--- src/rtl/alu_op_sequencer_if.sv ---
// Request/response handshake plus the ALU drive/return bus for alu_op_sequencer.
// The slave modport is the sequencer; the master modport is its environment.
interface alu_op_sequencer_if #(
  parameter int WIDTH = 32
);
  logic             req_valid;
  logic             req_ready;
  logic [2:0]       req_op;
  logic [WIDTH-1:0] req_a;
  logic [WIDTH-1:0] req_b;
  logic             rsp_valid;
  logic             rsp_ready;
  logic [WIDTH-1:0] rsp_result;
  logic             rsp_eq;
  logic [WIDTH-1:0] alu_a;
  logic [WIDTH-1:0] alu_b;
  logic             alu_op;
  logic             alu_cin;
  logic [WIDTH-1:0] alu_out;
  logic             alu_eq;

  modport slave (
    input  req_valid, req_op, req_a, req_b, rsp_ready, alu_out, alu_eq,
    output req_ready, rsp_valid, rsp_result, rsp_eq, alu_a, alu_b, alu_op, alu_cin
  );

  modport master (
    output req_valid, req_op, req_a, req_b, rsp_ready, alu_out, alu_eq,
    input  req_ready, rsp_valid, rsp_result, rsp_eq, alu_a, alu_b, alu_op, alu_cin
  );
endinterface

--- src/rtl/alu_op_sequencer.sv ---
// Multi-pass controller that builds SUB/OR/AND/SLT out of a shared ADD/NOR ALU,
// running 1-3 passes through internal temporaries per accepted request.
module alu_op_sequencer #(
  parameter int WIDTH = 32
) (
  input  logic              clk,
  input  logic              reset,
  alu_op_sequencer_if.slave bus
);

  typedef enum logic [2:0] {S_IDLE, S_P1, S_P2, S_P3, S_DONE} state_e;
  typedef enum logic [2:0] {
    OP_ADD = 3'd0, OP_NOR = 3'd1, OP_SUB = 3'd2, OP_OR = 3'd3,
    OP_AND = 3'd4, OP_SLT = 3'd5, OP_BAD6 = 3'd6, OP_BAD7 = 3'd7
  } op_e;

  state_e           r_state;
  state_e           w_next;
  op_e              r_op;
  logic [WIDTH-1:0] r_a;
  logic [WIDTH-1:0] r_b;
  logic [WIDTH-1:0] r_t;
  logic [WIDTH-1:0] r_u;
  logic [WIDTH-1:0] r_result;
  logic             r_eq;

  logic [WIDTH-1:0] w_alu_a;
  logic [WIDTH-1:0] w_alu_b;
  logic             w_alu_op;
  logic             w_alu_cin;
  logic             w_accept;
  logic             w_slt_bit;
  logic             w_short_op;

  assign w_accept   = (r_state == S_IDLE) && bus.req_valid;
  assign w_short_op = (r_op == OP_ADD) || (r_op == OP_NOR) || (r_op == OP_BAD6) || (r_op == OP_BAD7);
  // Signs differ: A<B exactly when A is negative; otherwise the difference sign cannot overflow.
  assign w_slt_bit  = (r_a[WIDTH-1] ^ r_b[WIDTH-1]) ? r_a[WIDTH-1] : bus.alu_out[WIDTH-1];

  // NOTE: every output of this block gets a default first, so no path leaves a latch.
  always_comb begin
    w_next    = r_state;
    w_alu_a   = '0;
    w_alu_b   = '0;
    w_alu_op  = 1'b0;
    w_alu_cin = 1'b0;
    unique case (r_state)
      S_IDLE: if (w_accept) w_next = S_P1;
      S_P1: begin
        w_next = w_short_op ? S_DONE : S_P2;
        case (r_op)
          OP_ADD:         begin w_alu_a = r_a; w_alu_b = r_b; end
          OP_NOR, OP_OR:  begin w_alu_a = r_a; w_alu_b = r_b; w_alu_op = 1'b1; end
          OP_SUB, OP_SLT: begin w_alu_a = r_b; w_alu_b = r_b; w_alu_op = 1'b1; end
          OP_AND:         begin w_alu_a = r_a; w_alu_b = r_a; w_alu_op = 1'b1; end
          default: ;
        endcase
      end
      S_P2: begin
        w_next = (r_op == OP_AND) ? S_P3 : S_DONE;
        case (r_op)
          OP_SUB, OP_SLT: begin w_alu_a = r_a; w_alu_b = r_t; w_alu_cin = 1'b1; end
          OP_OR:          begin w_alu_a = r_t; w_alu_b = r_t; w_alu_op = 1'b1; end
          OP_AND:         begin w_alu_a = r_b; w_alu_b = r_b; w_alu_op = 1'b1; end
          default: ;
        endcase
      end
      S_P3: begin
        w_next   = S_DONE;
        w_alu_a  = r_t;
        w_alu_b  = r_u;
        w_alu_op = 1'b1;
      end
      S_DONE: if (bus.rsp_ready) w_next = S_IDLE;
      default: w_next = S_IDLE;
    endcase
  end

  // NOTE: state and datapath registers use non-blocking assignments so every
  // register samples pre-edge values, independent of statement order.
  always_ff @(posedge clk or posedge reset) begin
    if (reset) begin
      r_state <= S_IDLE;
    end else begin
      r_state <= w_next;
    end
  end

  // NOTE: operand and temporary registers are reset too, so the ALU drive and the
  // response are deterministic straight out of reset.
  always_ff @(posedge clk or posedge reset) begin
    if (reset) begin
      r_op     <= OP_ADD;
      r_a      <= '0;
      r_b      <= '0;
      r_t      <= '0;
      r_u      <= '0;
      r_result <= '0;
      r_eq     <= 1'b0;
    end else begin
      unique case (r_state)
        S_IDLE: if (w_accept) begin
          r_op <= op_e'(bus.req_op);
          r_a  <= bus.req_a;
          r_b  <= bus.req_b;
        end
        S_P1: begin
          case (r_op)
            OP_ADD, OP_NOR: begin r_result <= bus.alu_out; r_eq <= bus.alu_eq; end
            OP_SUB, OP_SLT, OP_AND: r_t <= bus.alu_out;
            OP_OR:          begin r_t <= bus.alu_out; r_eq <= bus.alu_eq; end
            default:        begin r_result <= '0; r_eq <= 1'b0; end
          endcase
        end
        S_P2: begin
          case (r_op)
            OP_SUB: begin r_result <= bus.alu_out; r_eq <= (bus.alu_out == '0); end
            OP_SLT: begin
              r_result <= {{(WIDTH-1){1'b0}}, w_slt_bit};
              r_eq     <= (bus.alu_out == '0);
            end
            OP_OR:   r_result <= bus.alu_out;
            OP_AND:  r_u <= bus.alu_out;
            default: ;
          endcase
        end
        S_P3: begin
          r_result <= bus.alu_out;
          r_eq     <= bus.alu_eq;
        end
        default: ;
      endcase
    end
  end

  assign bus.req_ready  = (r_state == S_IDLE);
  assign bus.rsp_valid  = (r_state == S_DONE);
  assign bus.rsp_result = r_result;
  assign bus.rsp_eq     = r_eq;
  assign bus.alu_a      = w_alu_a;
  assign bus.alu_b      = w_alu_b;
  assign bus.alu_op     = w_alu_op;
  assign bus.alu_cin    = w_alu_cin;

endmodule

--- src/flat_wrapper.sv ---
// flat-port wrapper written by rule: the top's interface ports become plain ports
module alu_op_sequencer_flat 
#(
  parameter int WIDTH = 32
)
  (clk, reset, bus_req_valid, bus_req_op, bus_req_a, bus_req_b, bus_rsp_ready, bus_alu_out, bus_alu_eq, bus_req_ready, bus_rsp_valid, bus_rsp_result, bus_rsp_eq, bus_alu_a, bus_alu_b, bus_alu_op, bus_alu_cin);
  alu_op_sequencer_if #(.WIDTH(WIDTH)) bus_i ();
  input  logic clk;
  input  logic reset;
  input wire logic [$bits(bus_i.req_valid)-1:0] bus_req_valid;
  input wire logic [$bits(bus_i.req_op)-1:0] bus_req_op;
  input wire logic [$bits(bus_i.req_a)-1:0] bus_req_a;
  input wire logic [$bits(bus_i.req_b)-1:0] bus_req_b;
  input wire logic [$bits(bus_i.rsp_ready)-1:0] bus_rsp_ready;
  input wire logic [$bits(bus_i.alu_out)-1:0] bus_alu_out;
  input wire logic [$bits(bus_i.alu_eq)-1:0] bus_alu_eq;
  output wire logic [$bits(bus_i.req_ready)-1:0] bus_req_ready;
  output wire logic [$bits(bus_i.rsp_valid)-1:0] bus_rsp_valid;
  output wire logic [$bits(bus_i.rsp_result)-1:0] bus_rsp_result;
  output wire logic [$bits(bus_i.rsp_eq)-1:0] bus_rsp_eq;
  output wire logic [$bits(bus_i.alu_a)-1:0] bus_alu_a;
  output wire logic [$bits(bus_i.alu_b)-1:0] bus_alu_b;
  output wire logic [$bits(bus_i.alu_op)-1:0] bus_alu_op;
  output wire logic [$bits(bus_i.alu_cin)-1:0] bus_alu_cin;
  assign bus_i.req_valid = bus_req_valid;
  assign bus_i.req_op = bus_req_op;
  assign bus_i.req_a = bus_req_a;
  assign bus_i.req_b = bus_req_b;
  assign bus_i.rsp_ready = bus_rsp_ready;
  assign bus_i.alu_out = bus_alu_out;
  assign bus_i.alu_eq = bus_alu_eq;
  assign bus_req_ready = bus_i.req_ready;
  assign bus_rsp_valid = bus_i.rsp_valid;
  assign bus_rsp_result = bus_i.rsp_result;
  assign bus_rsp_eq = bus_i.rsp_eq;
  assign bus_alu_a = bus_i.alu_a;
  assign bus_alu_b = bus_i.alu_b;
  assign bus_alu_op = bus_i.alu_op;
  assign bus_alu_cin = bus_i.alu_cin;
  alu_op_sequencer #(.WIDTH(WIDTH)) u_core (.clk(clk), .reset(reset), .bus(bus_i));
endmodule
--- config.mk ---
export PLATFORM = sky130hd
export DESIGN_NAME = alu_op_sequencer_flat
export DESIGN_NICKNAME = d
export VERILOG_FILES = /design/src/rtl/alu_op_sequencer_if.sv /design/src/rtl/alu_op_sequencer.sv /design/src/flat_wrapper.sv
export SDC_FILE = /design/constraint.sdc
export NUM_CORES = 1
export LEC_CHECK = 0
export ABC_AREA = 1
export BUFFER_PORTS_ARGS = -buffer_cell sky130_fd_sc_hd__buf_2
export CAP_MARGIN = 5
export CORE_MARGIN = 5
export CORE_UTILIZATION = 50
export CTS_CLUSTER_SIZE = 30
export DETAILED_ROUTE_END_ITERATION = 8
export GPL_ROUTABILITY_DRIVEN = 0
export PLACE_DENSITY = 0.77
export SYNTH_ARGS = -nofsm -noshare
export SYNTH_HDL_FRONTEND = slang
export SYNTH_SLANG_ARGS = --single-unit
--- constraint.sdc ---
create_clock -name clk -period 5.33 [get_ports clk]
set_input_delay 0.533 -clock clk [delete_from_list [all_inputs] [get_ports clk]]
set_output_delay 0.533 -clock clk [all_outputs]
set_load 0.05 [all_outputs]
==> impl_metrics.yaml, run 1 <==
power:
  peakVddDrop_mv: 0.656
  switchingPower_mw: 4.52
  powerDensity_mw_per_mm2: 771
  combPwrFrac_pct: 58.1
  p_clk_share_pct: 15.9
  power_leakage_nw: 5.89
  power_frac_seq_pct: 26.0
  p_int_mw: 3.83
  switching_share_pct: 54.1
cts:
  post-cts-setup-buffers: 0
  cts_hold_buffers: 0
  cts_resized: 0
  cts_root_buf: "clkbuf_16"
  cts_max_path_buffers: 2
  cts_inserted_buffers: 17
  clk_latency_ps: 430
  clkTransAtPathRegs_ps: 60
  cts_htree_levels: 4
  cts.sinks: 167
  cts_tree: "yes"
critical_path:
  critPathSlowestCell: "inv_2"
  cp.buffers_inverters: 3
  worstSetupStartpointType: "register"
  cp_data_required_time_ps: 4800
  path_cells: "inv_2 -> nand3_2 -> inv_2 -> nand2_1 -> o211ai_1 -> nand2_1 -> nand3_1 -> buf_2"
  crit_arrival_ps: 3470
  cpPeakStageDelay_ps: 930
  cp-end-kind: "primary output"
  path_class: "register to primary output"
  cp_max_fo: 34
  rrSetupSlack_ps: 1680
  critPathTopFamily: "buffers and inverters"
floorplanning:
  pin_count: 205
  die_w_microns: 146
  initial_core_util_pct: 51.2
  rows: 49
  die_area_sq_mm: 0.0213
  core-area_sq_mm: 0.0181
  die_h_microns: 146
sta:
  hold_violations: 0
  post-route-min-period_ps: 4000
  maxSlewHeadroom_pct: 16.7
  max_freq_mhz: 250
  max_slew.worst_pin.slew_ps: 1250
  grt_setup_unrepaired: "no"
  post-route-period-util_pct: 75.0
  finalSetupViolCount: 0
  hold_slack_ps: 189
  slew_viol_final: 0
  fin_tns_setup_ps: 0
  skew_ps: 8.86
logic_synthesis:
  synth.area.top_cells: "dfrtp_1, nand2_1, nor2_1"
  synth_top_family_by_area: "simple AND/OR/NAND/NOR gates"
  synth_xor_area_share_pct: 0
  synth-compound-area-share_pct: 19.1
  synth_seq_cells: 167
  synth_edf_count: 0
  post_synth_num_cell_types: 26
  yosys-top-cells-count: "nand2_1, dfrtp_1, nor2_1, inv_1, o21ai_0"
  syn_area_sq_mm: 0.00926
  synth.most_common_cell: "nand2_1"
  synth_adder_area_share_pct: 0
  avgSynthCellArea_sq_um: 7.22
  muxShareOfSynthArea_pct: 0
  synth_nets: 1386
  synth_ff_type: "dfrtp_1"
  async_flop_share_pct: 100
  yosys_warnings: 0
  synthDominantCellAreaShare_pct: 45.2
  ys_seq_area_share_pct: 45.2
  syn_inst: 1282
  yosys.area.top_type: "dfrtp_1"
  synth_simple_gate_area_share_pct: 26.0
finish:
  fin_util_pct: 59.9
  diodes: 0
  areaGrowthSynthToFinish_pct: 17.1
  nets: 1532
  final_layout_size_suffix_gt1_share_pct: 18.9
  fill_cells: 1630
  final_cells: 1670
global_route:
  grt_usage_pct: 26.4
  grt_pass1_wl_microns: 45900
  grt_pass1_vias: 8991
  antenna_found_initial: 0
  overflow: 0
  grt_max_degree: 90
detailed_routing:
  via_per_inst: 5.61
  first_iter_violations: 885
  dr.pass1.iters: 7
  drcViolationCount: 0
  vias: 9366
  wl_microns: 28600
  drtAntennaViolNets: 0
  routedWlPerCell_microns: 17.2
job:
  maxCapViolCount: 0
hold_path:
  hold_path_class: "primary input to async pin"
placement:
  portBuffers: 204
  dpl.hpwl_microns: 18700
  place_inst: 1638
outcome:
  outcome: "finished, final reports clean"
==> layer usage <==
layer / part of all wire [%] / vias to the layer above / global-route usage [%]
met1: 42 / 4322 / 35.5
li1: - / 4471 / -
met4: 2.2 / 0 / 8.51
met2: 46 / 523 / 41.9
met5: 0 / - / 0
met3: 9.9 / 50 / 7.03
==> final cells by class <==
cell class	count	area (sq um)	area share [%]
clock buffers	19	453	4.18
multi-input cells	917	4230	39.0
flip-flops and latches	167	4180	38.6
inverters	112	428	3.95
well taps	229	287	2.64
clock inverters	13	178	1.64
repair buffers	213	1090	10.0
==> power groups by stage <==
stage	Clock, mW	Combinational (mW)	Sequential, mW
final	1.33	4.86	2.17
after CTS	1.34	4.84	2.15
after global routing	1.40	5.26	2.23
after global placement	0	4.72	2.16
after detailed placement	0	4.82	2.17
after floorplan	0	3.54	2.37
==> cells in the final DEF (no fill, tap or decap), drive strengths merged <==
cell | Yosys | final
nand2 | 443 | 443
buf | 57 | 213
dfrtp | 167 | 167
nor2 | 133 | 133
inv | 112 | 112
o21ai | 103 | 103
a21oi | 69 | 69
o22ai | 65 | 65
nand3 | 36 | 36
o211ai | 33 | 33
a22oi | 32 | 32
clkbuf | 29 | 19
clkinvlp | 0 | 5
bufinv | 0 | 4
clkinv | 0 | 4
nand4 | 2 | 2
o2111ai | 1 | 1
==> registers in the layout, summed over array words and instances, names as in the netlist <==
register	cells
u_core.r_op	3
u_core.r_a	32
u_core.r_state	3
u_core.bus.rsp_result	32
u_core.r_t	32
u_core.r_b	32
u_core.r_u	32
u_core.bus.rsp_eq	1
==> worst reg2reg max path: stages (launching register included) <==
cell and delay (ps):
dfrtp_1 420, inv_2 140, nand3_2 690, inv_2 930, nand2_2 850, o21ai_0 510
==> path summary, 6_finish.rpt <==
kind / start / endpoint / depth (start not counted)
setup / recovery: u_core.r_op[1] / bus_alu_a[4] / 8
hold / removal: reset / u_core.bus.rsp_result[28] / 2
setup reg to reg: u_core.r_op[1] / u_core.r_u[5] / 5
hold reg to reg: u_core.bus.rsp_result[4] / u_core.bus.rsp_result[4] / 2
max in group asynchronous: reset / u_core.r_b[8] / 3
min in group clk: bus_req_a[27] / u_core.r_a[27] / 3
==> through the flow <==
| step | power [mW] | setup slack, ps | area, sq um |
|---|---|---|---|
| after CTS | 8.33 | 1400 | 10800 |
| after floorplan | 5.91 | 279 | 9260 |
| after detailed placement | 6.98 | 1790 | 10200 |
| final | 8.35 | 1330 | 10800 |
| after global placement | 6.88 | 1920 | 10200 |
| after global routing | 8.89 | 1100 | 10800 |
==> cells by family after synthesis <==
group | after synthesis
compound gates | 303
buf+inv | 198
flops | 167
simple gates | 614
No activity file was read; power rests on OpenSTA's default activity.
==> inputs of run 2 (changes only) <==
==> constraint.sdc (replaced) <==
create_clock -name clk -period 3.38 [get_ports clk]
set_input_delay 0.338 -clock clk [delete_from_list [all_inputs] [get_ports clk]]
set_output_delay 0.338 -clock clk [all_outputs]
set_load 0.05 [all_outputs]
==> run 2 against run 1 <==
Combinational power up 59%. Non-clock buffer count is 13 higher. Final area rose by 0.72%. Clock-buffer cell count grew 2. Sequential power rose by 57%. Worst setup slack worse by 870 ps.
==> impl_metrics.yaml, run 2 (same netlist as run 1, synthesis figures left out) <==
detailed_routing:
  dr.pass1.iters: 5
  wl_microns: 28700
  via_per_inst: 5.63
  drtAntennaViolNets: 0
  vias: 9476
  first_iter_violations: 938
  routedWlPerCell_microns: 17.0
  drcViolationCount: 0
critical_path:
  path_common_cell: "nand2_1"
  cp_data_required_time_ps: 3040
  path_cells: "inv_2 -> nand2_1 -> nand2_1 -> inv_1 -> buf_4 -> o22ai_1 -> a22oi_1 -> nand2_1 -> buf_2"
  crit_arrival_ps: 2580
  cp.buffers_inverters: 4
  worstSetupStartpointType: "register"
  critPathSlowestCell: "inv_1"
  cp-end-kind: "primary output"
  path_class: "register to primary output"
  cpPeakStageDelay_ps: 440
  cp_max_fo: 20
  critPathTopFamily: "buffers and inverters"
finish:
  final_common_cell: "nand2_1"
  fin_util_pct: 60.4
  final_cell_mix: "nand2_1, buf_2, dfrtp_1, nor2_1, inv_1"
  areaGrowthSynthToFinish_pct: 18.0
  final_cell_area_sq_mm: 0.0109
  nets: 1545
  final_layout_size_suffix_gt1_share_pct: 19.5
cts:
  cts.sinks: 167
  cts_root_buf: "clkbuf_16"
  post-cts-setup-buffers: 0
  cts_max_path_buffers: 2
  clkTransAtPathRegs_ps: 60
  clk_latency_ps: 420
  cts_tree: "yes"
  cts_hold_buffers: 0
  cts_resized: 0
  cts_htree_levels: 4
  cts_inserted_buffers: 17
power:
  power_frac_seq_pct: 26.0
  p_clk_share_pct: 14.8
  power_mw: 13.1
  powerDensity_mw_per_mm2: 1200
  switchingPower_mw: 7.12
  combPwrFrac_pct: 59.1
  p_int_mw: 5.99
  power_leakage_nw: 5.94
  peakVddDrop_mv: 0.742
  switching_share_pct: 54.3
global_route:
  overflow: 0
  grt_max_degree: 168
  grt_pass1_wl_microns: 46700
  grt_pass1_vias: 9073
  antenna_found_initial: 2
  grt_usage_pct: 26.8
placement:
  placed_area_sq_mm: 0.0103
  dpl.hpwl_microns: 18900
  portBuffers: 204
sta:
  skew_ps: 8.81
  finalSetupViolCount: 0
  fin_tns_setup_ps: 0
  post-route-min-period_ps: 2920
  slew_viol_final: 0
  hold_violations: 0
  max_slew.worst_pin.slew_ps: 1060
  maxSlewHeadroom_pct: 29.7
  grt_setup_unrepaired: "no"
  max_freq_mhz: 343
  post-route-period-util_pct: 86.4
floorplanning:
  die_area_sq_mm: 0.0213
  pin_count: 205
  initial_core_util_pct: 51.2
  die_h_microns: 146
  core-area_sq_mm: 0.0181
  die_w_microns: 146
  rows: 49
hold_path:
  hold_path_class: "primary input to register"
outcome:
  outcome: "finished, final reports clean"
job:
  maxCapViolCount: 0
## run 2: metrics by stage
step	worst slack [ps]	hold WS, ps	cells
final	461	142	1684
after global routing	246	151	1684
after CTS	445	128	1683
after detailed placement	972	457	1651
after global placement	1030	451	1651
after floorplan	915	453	1282
## run 2: power groups by stage
stage | Combinational [mW] | Clock [mW] | Sequential, mW
after CTS | 7.72 | 1.97 | 3.39
after detailed placement | 7.69 | 0 | 3.41
final | 7.75 | 1.95 | 3.41
after global placement | 7.56 | 0 | 3.39
after global routing | 8.43 | 2.05 | 3.50
after floorplan | 5.58 | 0 | 3.74
## run 2: final timing paths
kind	start	slack (ps)	depth (start not counted)	end
min	bus_rsp_ready	140	2	u_core.r_state[2]
min in group asynchronous	reset	160	3	u_core.bus.rsp_result[25]
max	u_core.r_op[1]	460	9	bus_alu_b[16]
max reg2reg	u_core.r_op[0]	990	10	u_core.bus.rsp_result[11]
min reg2reg	u_core.bus.rsp_result[29]	470	2	u_core.bus.rsp_result[29]
max in group asynchronous	reset	2560	3	u_core.r_u[12]
## run 2: cell type report
class,count,area (sq um)
fillers,1697,7170
clock buffers,21,460
repair buffers,226,1210
multi-input cells,917,4230
well taps,229,287
flip-flops and latches,167,4180
diodes,1,2.50
inverters,112,427
clock inverters,11,124
## run 2: metal layers
layer | vias up | wire (microns) | global-route usage, %
li1 | 4492 | - | -
met1 | 4392 | 12300 | 37.1
met2 | 523 | 13000 | 41.6
met3 | 67 | 2690 | 5.61
met4 | 2 | 729 | 10.7
met5 | - | 13 | 0
==> inputs of run 3 (changes only) <==
--- a/config.mk
+++ b/config.mk
@@ -6,6 +6,7 @@
 export NUM_CORES = 1
 export LEC_CHECK = 0
 export ABC_AREA = 1
+export ABC_CLOCK_PERIOD_IN_PS = 3600
 export BUFFER_PORTS_ARGS = -buffer_cell sky130_fd_sc_hd__buf_2
 export CAP_MARGIN = 5
 export CORE_MARGIN = 5
@@ -13,7 +14,7 @@
 export CTS_CLUSTER_SIZE = 30
 export DETAILED_ROUTE_END_ITERATION = 8
 export GPL_ROUTABILITY_DRIVEN = 0
-export PLACE_DENSITY = 0.77
+export PLACE_DENSITY = 0.74
 export SYNTH_ARGS = -nofsm -noshare
 export SYNTH_HDL_FRONTEND = slang
 export SYNTH_SLANG_ARGS = --single-unit
==> constraint.sdc (replaced) <==
create_clock -name clk -period 3.6 [get_ports clk]
set_input_delay 0.36 -clock clk [delete_from_list [all_inputs] [get_ports clk]]
set_output_delay 0.36 -clock clk [all_outputs]
set_load 0.05 [all_outputs]
==> run 3 against run 2 <==
Sequential power down 6.2%. Core utilization up 0.097 points. Clock-buffer cell count up 1. Via count down 1.5%. Flip-flop and latch count unchanged. Routed wire length up 0.86%. Clock skew about the same. Register-to-register slack better by 80 ps. Worst setup slack better by 120 ps. Worst hold slack worse by 14 ps. Critical endpoint is now bus_alu_b[24]. Largest cell class unchanged. Largest power group unchanged.
==> impl_metrics.yaml, run 3 (same netlist as run 1, synthesis figures left out) <==
detailed_routing:
  dr.pass1.iters: 6
  via_per_inst: 5.56
  routedWlPerCell_microns: 17.2
  first_iter_violations: 743
  wl_microns: 28900
  drcViolationCount: 0
  drtAntennaViolNets: 0
  vias: 9337
critical_path:
  cp_data_required_time_ps: 3240
  worstSetupStartpointType: "register"
  crit_arrival_ps: 2660
  cp-end-kind: "primary output"
  cp_max_fo: 17
  cpPeakStageDelay_ps: 440
  path_common_cell: "nand2_1"
  critPathSlowestCell: "inv_1"
  path_class: "register to primary output"
  path_cells: "inv_2 -> nand2_1 -> nand2_1 -> nand2_2 -> inv_1 -> buf_4 -> o21ai_1 -> nand2_1 -> nand2_1 -> nand2_1 -> buf_2"
  ff2ff_path_depth: 11
sta:
  max_freq_mhz: 331
  finalSetupViolCount: 0
  slew_viol_final: 0
  hold_violations: 0
  grt_setup_unrepaired: "no"
  max_slew.worst_pin.slew_ps: 1020
  fin_tns_setup_ps: 0
  maxSlewHeadroom_pct: 32.1
  post-route-period-util_pct: 83.9
  post-route-min-period_ps: 3020
  skew_ps: 9.12
global_route:
  grt_pass1_wl_microns: 47200
  overflow: 0
  grtUsageMet3_pct: 6.60
  grt_usage_pct: 27.3
  top_usage_layer: "met2"
  use_met1_pct: 36.0
  grt_pass1_vias: 9187
  antenna_found_initial: 0
  met2_usage_pct: 43.9
  grt_max_degree: 82
finish:
  final_cell_mix: "nand2_1, buf_2, dfrtp_1, nor2_1, inv_1"
  final_layout_size_suffix_gt1_share_pct: 19.4
  nets: 1542
  diodes: 0
  areaGrowthSynthToFinish_pct: 18.2
  final_common_cell: "nand2_1"
floorplanning:
  die_h_microns: 146
  core-area_sq_mm: 0.0181
  initial_core_util_pct: 51.2
  die_w_microns: 146
  die_area_sq_mm: 0.0213
  pin_count: 205
  rows: 49
power:
  power_mw: 12.4
  p_clk_share_pct: 15.7
  switchingPower_mw: 6.66
  power_frac_seq_pct: 25.9
  combPwrFrac_pct: 58.4
  p_int_mw: 5.70
  peakVddDrop_mv: 0.722
  switching_share_pct: 53.9
  power_leakage_nw: 5.95
  powerDensity_mw_per_mm2: 1130
cts:
  post-cts-setup-buffers: 0
  clk_latency_ps: 440
  cts_hold_buffers: 0
  cts_tree: "yes"
  cts_root_buf: "clkbuf_16"
  cts_inserted_buffers: 17
  cts_htree_levels: 4
  cts_resized: 0
  cts_max_path_buffers: 2
  clkTransAtPathRegs_ps: 70
  cts.sinks: 167
hold_path:
  hold_path_class: "primary input to async pin"
outcome:
  outcome: "finished, final reports clean"
placement:
  portBuffers: 204
  dpl.hpwl_microns: 19100
job:
  maxCapViolCount: 0
[run 3: cell types whose count changed in the layout (fill, tap and decap cells not counted), sizes merged]
cell,change
buf,-3
bufinv,+1
clkbuf,+1
clkinvlp,-2
diode,-1
[run 3: power by group through the flow]
| stage | clock network, mW | registers [mW] | logic [mW] |
|---|---|---|---|
| 6_report | 1.94 | 3.20 | 7.22 |
| 5_1_grt | 2.06 | 3.30 | 7.86 |
| 4_1_cts | 1.96 | 3.18 | 7.23 |
| 3_5_place_dp | 0 | 3.20 | 7.20 |
| 3_3_place_gp | 0 | 3.19 | 7.10 |
| 2_1_floorplan | 0 | 3.51 | 5.24 |
[run 3: through the flow]
| step | hold WS [ps] | setup slack [ps] | cell area, sq um | std cells | util (%) |
|---|---|---|---|---|---|
| after floorplan | 453 | 1110 | 9260 | 1282 | - |
| after global placement | 451 | 1090 | 10300 | 1648 | 57.0 |
| after detailed placement | 453 | 997 | 10300 | 1648 | 57.0 |
| after CTS | 151 | 590 | 10900 | 1680 | 60.5 |
| after global routing | 152 | 401 | 10900 | 1680 | 60.5 |
| final | 128 | 580 | 10900 | 1680 | 60.5 |
[run 3: final timing paths]
kind | startpoint | to | slack [ps]
setup / recovery | u_core.r_op[0] | bus_alu_b[24] | 580
hold / removal | reset | u_core.bus.rsp_result[31] | 130
setup reg to reg | u_core.r_op[0] | u_core.bus.rsp_result[9] | 1070
hold reg to reg | u_core.bus.rsp_result[29] | u_core.bus.rsp_result[29] | 470
max in group asynchronous | reset | u_core.r_a[21] | 2520
min in group clk | bus_rsp_ready | u_core.r_state[2] | 160
[run 3: cell type report]
type | instances | area (sq um)
clock buffer | 22 | 484
clock inverter | 10 | 143
fill | 1646 | 7150
inverter | 112 | 427
multi-input combinational | 917 | 4230
sequential | 167 | 4180
tap | 229 | 287
timing repair buffer | 223 | 1190
[run 3: worst max-delay path, delay by kind of cell, from the launching register on]
family,cells,cell delay (ps)
AO/OA/AOI/OAI,1,100
buffers and inverters,4,1180
flip-flops,1,420
AND/OR/NAND/NOR,6,530
[run 3: metal layers]
layer / wire length [microns] / part of all wire (%) / up-vias
li1: - / - / 4500
met4: 743 / 2.6 / 0
met5: 0 / 0 / -
met3: 2530 / 8.8 / 62
met2: 13400 / 46 / 420
met1: 12200 / 42 / 4355
